==> src/rtl/sram_ahb_bank_ctl.sv <==
// sram_ahb_bank_ctl
//   AHB-lite slave in front of NUM_BANK single-port 32-bit SRAM banks that
//   together form one DWIDTH-wide word per row. Reads and writes complete
//   with no wait states. A one-entry posted-write buffer, forwarded into
//   read data, hides the write->read port conflict. Illegal accesses receive
//   a two-cycle ERROR response and never touch the SRAM.
//
// Ports
//   hclk, hresetn        clock, asynchronous active-low reset
//   hsel, htrans, haddr,
//   hsize, hwrite        AHB address phase (hsize 0/1/2 = byte/half/word,
//                        4 = full width)
//   hwdata               AHB write data (data phase)
//   hrdata, hready, hresp AHB response (hrdata is 0 outside read data phases)
//   mem_addr             shared row address for all banks
//   mem_cs               per-bank chip select
//   mem_we, mem_ben      write strobe and byte enables (bank b uses [4b+3:4b])
//   mem_wdata, mem_rdata SRAM data (read data arrives one cycle after mem_cs)
//   dbg_state            error-response FSM state, for observation
//
// Handshake: an address phase is taken when hsel & htrans[1] & hready.
// Its data phase is the following cycle; hready is only low in the first
// cycle of an ERROR response, during which address phases are ignored.
module sram_ahb_bank_ctl #(
  parameter int unsigned NUM_BANK  = 4,
  parameter int unsigned DEPTH     = 4096,
  parameter logic [31:0] BASE_ADDR = 32'h2000_0000,
  localparam int unsigned DWIDTH   = 32 * NUM_BANK,
  localparam int unsigned NBEN     = DWIDTH / 8,
  localparam int unsigned RAW      = $clog2(DEPTH),
  localparam int unsigned BW       = $clog2(NUM_BANK),
  localparam int unsigned BOFF     = BW + 2,
  localparam int unsigned AW       = RAW + BOFF
) (
  input  logic                hclk,
  input  logic                hresetn,
  input  logic                hsel,
  input  logic [1:0]          htrans,
  input  logic [31:0]         haddr,
  input  logic [3:0]          hsize,
  input  logic                hwrite,
  input  logic [DWIDTH-1:0]   hwdata,
  output logic [DWIDTH-1:0]   hrdata,
  output logic                hready,
  output logic                hresp,
  output logic [RAW-1:0]      mem_addr,
  output logic [NUM_BANK-1:0] mem_cs,
  output logic                mem_we,
  output logic [NBEN-1:0]     mem_ben,
  output logic [DWIDTH-1:0]   mem_wdata,
  input  logic [DWIDTH-1:0]   mem_rdata,
  output logic [1:0]          dbg_state
);

  typedef enum logic [1:0] {ST_IDLE = 2'd0, ST_ERR1 = 2'd1, ST_ERR2 = 2'd2} err_state_e;

  err_state_e state_q, state_d;

  // Address-phase decode
  logic                accept, region_ok, size_ok, misalign, addr_err;
  logic                ap_full, ap_rd, ap_wr;
  logic [BW-1:0]       ap_bank;
  logic [RAW-1:0]      ap_row;
  logic [3:0]          ap_lane;
  logic [NBEN-1:0]     ap_mask;
  logic [NUM_BANK-1:0] ap_cs;
  logic                unused_htrans0;

  assign unused_htrans0 = htrans[0];
  assign accept    = hsel & htrans[1] & hready;
  assign ap_bank   = haddr[BOFF-1:2];
  assign ap_row    = haddr[AW-1:BOFF];
  assign region_ok = (haddr[31:AW] == BASE_ADDR[31:AW]);
  assign ap_full   = (hsize == 4'd4);

  always_comb begin
    size_ok  = 1'b1;
    misalign = 1'b0;
    ap_lane  = 4'hF;
    case (hsize)
      4'd0:    ap_lane = 4'b0001 << haddr[1:0];
      4'd1: begin
        misalign = haddr[0];
        ap_lane  = 4'b0011 << haddr[1:0];
      end
      4'd2:    misalign = |haddr[1:0];
      4'd4:    misalign = |haddr[BOFF-1:0];
      default: size_ok = 1'b0;
    endcase
  end

  assign addr_err = ~region_ok | ~size_ok | misalign;
  assign ap_rd    = accept & ~addr_err & ~hwrite;
  assign ap_wr    = accept & ~addr_err & hwrite;
  assign ap_mask  = ap_full ? '1 : (NBEN'(ap_lane) << {ap_bank, 2'b00});
  assign ap_cs    = ap_full ? '1 : (NUM_BANK'(1) << ap_bank);

  // Error-response FSM
  always_ff @(posedge hclk or negedge hresetn) begin
    if (!hresetn) state_q <= ST_IDLE;
    else          state_q <= state_d;
  end

  always_comb begin
    state_d = state_q;
    case (state_q)
      ST_IDLE: if (accept && addr_err) state_d = ST_ERR1;
      ST_ERR1: state_d = ST_ERR2;
      ST_ERR2: state_d = (accept && addr_err) ? ST_ERR1 : ST_IDLE;
      default: state_d = ST_IDLE;
    endcase
  end

  always_comb begin
    hready    = (state_q != ST_ERR1);
    hresp     = (state_q != ST_IDLE);
    dbg_state = state_q;
  end

  // Data-phase context, shared by reads and writes (only one is live)
  logic               rd_dp_q, wr_dp_q, dp_full_q;
  logic [BW-1:0]      dp_bank_q;
  logic [RAW-1:0]     dp_row_q;
  logic [NBEN-1:0]    dp_mask_q;

  always_ff @(posedge hclk or negedge hresetn) begin
    if (!hresetn) begin
      rd_dp_q   <= 1'b0;
      wr_dp_q   <= 1'b0;
      dp_full_q <= 1'b0;
      dp_bank_q <= '0;
      dp_row_q  <= '0;
      dp_mask_q <= '0;
    end else begin
      rd_dp_q <= ap_rd;
      wr_dp_q <= ap_wr;
      if (accept) begin
        dp_full_q <= ap_full;
        dp_bank_q <= ap_bank;
        dp_row_q  <= ap_row;
        dp_mask_q <= ap_mask;
      end
    end
  end

  // Narrow write data is replicated so every bank lane sees the same word.
  logic [DWIDTH-1:0] ent_data;
  assign ent_data = dp_full_q ? hwdata : {NUM_BANK{hwdata[31:0]}};

  function automatic logic [NUM_BANK-1:0] mask_to_cs(input logic [NBEN-1:0] m);
    logic [NUM_BANK-1:0] cs;
    for (int b = 0; b < NUM_BANK; b++) cs[b] = |m[4*b +: 4];
    return cs;
  endfunction

  // Posted-write buffer and SRAM port arbitration (reads win the port)
  logic              buf_vld_q, buf_vld_d;
  logic [RAW-1:0]    buf_row_q, buf_row_d;
  logic [NBEN-1:0]   buf_mask_q, buf_mask_d;
  logic [DWIDTH-1:0] buf_data_q, buf_data_d;

  always_comb begin
    buf_vld_d  = buf_vld_q;
    buf_row_d  = buf_row_q;
    buf_mask_d = buf_mask_q;
    buf_data_d = buf_data_q;
    mem_cs     = '0;
    mem_we     = 1'b0;
    mem_addr   = '0;
    mem_ben    = '0;
    mem_wdata  = '0;
    if (ap_rd) begin
      mem_cs   = ap_cs;
      mem_addr = ap_row;
    end else if (buf_vld_q) begin
      mem_cs    = mask_to_cs(buf_mask_q);
      mem_we    = 1'b1;
      mem_addr  = buf_row_q;
      mem_ben   = buf_mask_q;
      mem_wdata = buf_data_q;
      buf_vld_d = 1'b0;
    end else if (wr_dp_q) begin
      mem_cs    = mask_to_cs(dp_mask_q);
      mem_we    = 1'b1;
      mem_addr  = dp_row_q;
      mem_ben   = dp_mask_q;
      mem_wdata = ent_data;
    end
    // A new write entry is parked whenever it could not go straight out.
    if (wr_dp_q && (ap_rd || buf_vld_q)) begin
      buf_vld_d  = 1'b1;
      buf_row_d  = dp_row_q;
      buf_mask_d = dp_mask_q;
      buf_data_d = ent_data;
    end
  end

  always_ff @(posedge hclk or negedge hresetn) begin
    if (!hresetn) begin
      buf_vld_q  <= 1'b0;
      buf_row_q  <= '0;
      buf_mask_q <= '0;
      buf_data_q <= '0;
    end else begin
      buf_vld_q  <= buf_vld_d;
      buf_row_q  <= buf_row_d;
      buf_mask_q <= buf_mask_d;
      buf_data_q <= buf_data_d;
    end
  end

  // Read data: buffered bytes for the same row override SRAM bytes.
  logic [DWIDTH-1:0] fwd_data;
  always_comb begin
    fwd_data = mem_rdata;
    if (buf_vld_q && (buf_row_q == dp_row_q)) begin
      for (int i = 0; i < NBEN; i++)
        if (buf_mask_q[i]) fwd_data[8*i +: 8] = buf_data_q[8*i +: 8];
    end
    hrdata = '0;
    if (rd_dp_q) begin
      if (dp_full_q) hrdata = fwd_data;
      else           hrdata[31:0] = fwd_data[32*dp_bank_q +: 32];
    end
  end

endmodule
==> config.mk <==
export PLATFORM = sky130hd
export DESIGN_NAME = sram_ahb_bank_ctl
export DESIGN_NICKNAME = d
export VERILOG_FILES = /design/src/rtl/sram_ahb_bank_ctl.sv
export SDC_FILE = /design/constraint.sdc
export NUM_CORES = 1
export LEC_CHECK = 0
export BUFFER_PORTS_ARGS = -buffer_cell sky130_fd_sc_hd__buf_2
export CORE_ASPECT_RATIO = 0.75
export CORE_MARGIN = 2
export CORE_UTILIZATION = 30
export DETAILED_ROUTE_END_ITERATION = 10
export PLACE_DENSITY_LB_ADDON = 0.15
export REMOVE_ABC_BUFFERS = 1
export SYNTH_ARGS = -nofsm -noshare
export SYNTH_HDL_FRONTEND = slang
export SYNTH_SLANG_ARGS = --single-unit
==> constraint.sdc <==
create_clock -name hclk -period 3.3 [get_ports hclk]
set_input_delay 0.66 -clock hclk [delete_from_list [all_inputs] [get_ports hclk]]
set_output_delay 0.66 -clock hclk [all_outputs]
set_load 0.1 [all_outputs]
==> metrics <==
Routed Antenna Nets=0; Syn-to-layout area delta=104%; status=complete, but fails checks; Slew @ Worst Pin=0.890 ns; first-pass GRT wire length=109 mm; I/O Pins=approximately 590; startpoint type of the worst setup path=flop; Max Root-Sink Buffers=2; CTS Sinks=192; Setup-failing EPs final=269; Post-layout nets=2,740; Root Buffer=clkbuf_16; Yosys reg bits=192; core area=roughly 0.046 mm2; Slew Viols, Final=0; Congestion Overflow GR=0; via/cell ratio=5.74; setup slack after layout=-0.686 ns; PortBufs=589; Routed WL=about 78 mm; most common cell in the netlist=nor2_1; CTS tree=built; Reg area=0.00481 mm2; overall power=5830 uW; gpl congestion=roughly 0.9; failing checks=setup timing; CTS HTree Levels=4; Worst EP required=~2.6 ns; vias in the first global route=17,300; syn_area_per_cell=about 8.3 um2; commonest cells in the netlist=nor2_1, nand2_1, dfrtp_1, a22oi_1, a21oi_1; Max Cap Viol=0; Skew-Pair Late Insertion Delay=about 0.47 ns; detailed-route wire length per cell=25.3 um; Total GRT Usage=29.5%; antenna violations before repair=15; pre-CTS setup slack=-0.587 ns; Hold/Removal Path Class=input port to async pin; endpoints failing hold=0; r2r endpoint=buf_row_q[3]; CP Class=flop to output port; Die H=192 um; crit path capture type=output port; min Tclk post-route=3.99 ns; Starting DRT DRC Count=1,504; RR Startpoint=dbg_state[0]; layout cells sized above 1=59.5%; PD cells=a little over 200 mW/mm2; chip width=between 200 and 300 um; Slew HR=40.7%; drt drc=0; Starting Density=30.6%; Post-synth EDFFs=0; synth unique cells=54; hold_buf cts=0; Post-Syn Area=0.0142 mm2; Die Area=0.0490 mm2; worst vdd ir=around 0.36 mV; Clock transition at path regs=approximately 0.08 ns; Core Rows=68; dominant synthesized flop cell=dfrtp_1; sequential fraction of the synthesis area=about 34%; Num CTS Buffers=17; Max Clock Skew=0.0218 ns; Synth Instances=1,698; drt pass-1 iters=6; fill count=3,599; multi-input logic area=0.0116 mm2; Worst R2R Path Depth=14; ys async rst share=between 90% and 100%; leak pwr=0.0118 uW; largest net degree at the start of global routing=93; count of yosys warnings during synthesis=0; Critical Path Fanout Max=5; largest area contributor in the netlist=dfrtp_1; total number of vias=17,800; Yosys top cell area share=33.9%; Worst R2R Setup Slack=approximately 0.50 ns; Period Utilization, post-route=121%; f_max=0.251 GHz; Data arrival, critical path=roughly 3.3 ns; RSZ-0062 raised after global routing=true; Area contributors post-synth=dfrtp_1, mux2_1, a22oi_1; hpwl dp=52.1 mm
==> report_power, final <==
| part | switching [uW] | internal [uW] | total [uW] |
|---|---|---|---|
| sequential | 82.3 | 2410 | 2490 |
| combinational | 628 | 455 | 1080 |
| clock | 1100 | 1150 | 2250 |
| total | 1810 | 4020 | 5830 |
==> timing repair <==
action	CTS	global route
endpoints found under the setup margin	289	290
gates cloned	17	5
pin swaps	167	169
buffers inserted	60	36
gates resized for setup	910	557
==> routing by layer <==
layer	GRT usage [%]	vias up	routed length [um]
met3	7.55	206	6740
li1	-	7639	-
met1	39.0	8891	31700
met2	45.8	1028	36800
met4	12.0	8	2980
met5	0	-	57
==> how the worst max path moves through the flow <==
stage,cells after the start,startpoint,to
after detailed placement,11,haddr[21],mem_addr[5]
after CTS,11,buf_row_q[9],hrdata[14]
final,11,dp_row_q[6],hrdata[0]
after global placement,11,haddr[21],mem_addr[5]
after floorplan,3,buf_vld_q,mem_addr[0]
after global routing,11,dp_row_q[6],hrdata[0]
==> sequential cells by signal, summed over array words and instances (netlist names) <==
name / cells
buf_data_q: 128
buf_mask_q: 16
dp_mask_q: 16
buf_row_q: 12
dp_row_q: 12
dbg_state: 2
dp_bank_q: 2
buf_vld_q: 1
dp_full_q: 1
rd_dp_q: 1
wr_dp_q: 1
==> critical path, cell delays in order (launching register included) <==
cell and delay, ns:
dfrtp_1 0.40, xor2_1 0.19, or4_4 0.57, buf_12 0.16, buf_12 0.12, nor4_4 0.25, buf_6 0.18, buf_12 0.13
mux2i_2 0.22, o2111ai_2 0.15, a21oi_2 0.27, buf_12 0.21
==> logic make-up after synthesis <==
| logic type | synth area share, % |
|---|---|
| AO/OA/AOI/OAI | 18.8 |
| buffers and inverters | 5.45 |
| AND/OR/NAND/NOR | 20.9 |
| adder cells (fa/ha/maj) | 0.0707 |
| flip-flops | 33.9 |
| multiplexers | 20.0 |
| XOR/XNOR | 0.795 |
==> per-stage QoR <==
| stage | TNS, ns | std cells | hold slack, ns | cell area, um2 | util, % |
|---|---|---|---|---|---|
| finish | -70.69 | 3097 | 0.192 | 28800 | 62.3 |
| global route | -97.46 | 3094 | 0.227 | 28800 | 62.2 |
| CTS | -78.00 | 3055 | 0.218 | 26200 | 56.6 |
| detailed placement | -134.43 | 2947 | 0.472 | 21100 | 45.5 |
| global placement | -116.30 | 2947 | 0.461 | 21100 | 45.5 |
| floorplan | -2550.79 | 1549 | 0.364 | 13400 | - |
==> final cells by class <==
class	instances	share of cell area [%]
clock buffer	18	1.49
multi-input combinational	1346	40.2
tap	630	2.74
sequential	192	16.7
timing repair buffer	874	38.0
inverter	11	0.143
clock inverter	14	0.612
antenna	12	0.104
==> layout by cell type (no fill, tap or decap), drive strengths merged, types with 5 or more instances in the layout <==
master	n
clkinv	5
dfrtp	192
a221oi	12
a22o	8
nor2	274
inv	16
a22oi	143
mux2	191
nand3	74
mux2i	68
a21oi	128
clkbuf	24
o22ai	5
or4	21
nand2	209
and2	13
o2111ai	11
xor2	11
nor4	9
nor3	6
a221o	8
nand2b	35
diode	12
o41ai	8
buf	868
o21ai	72
nor2b	7
Note: power is estimated with default switching activity, not from simulation.
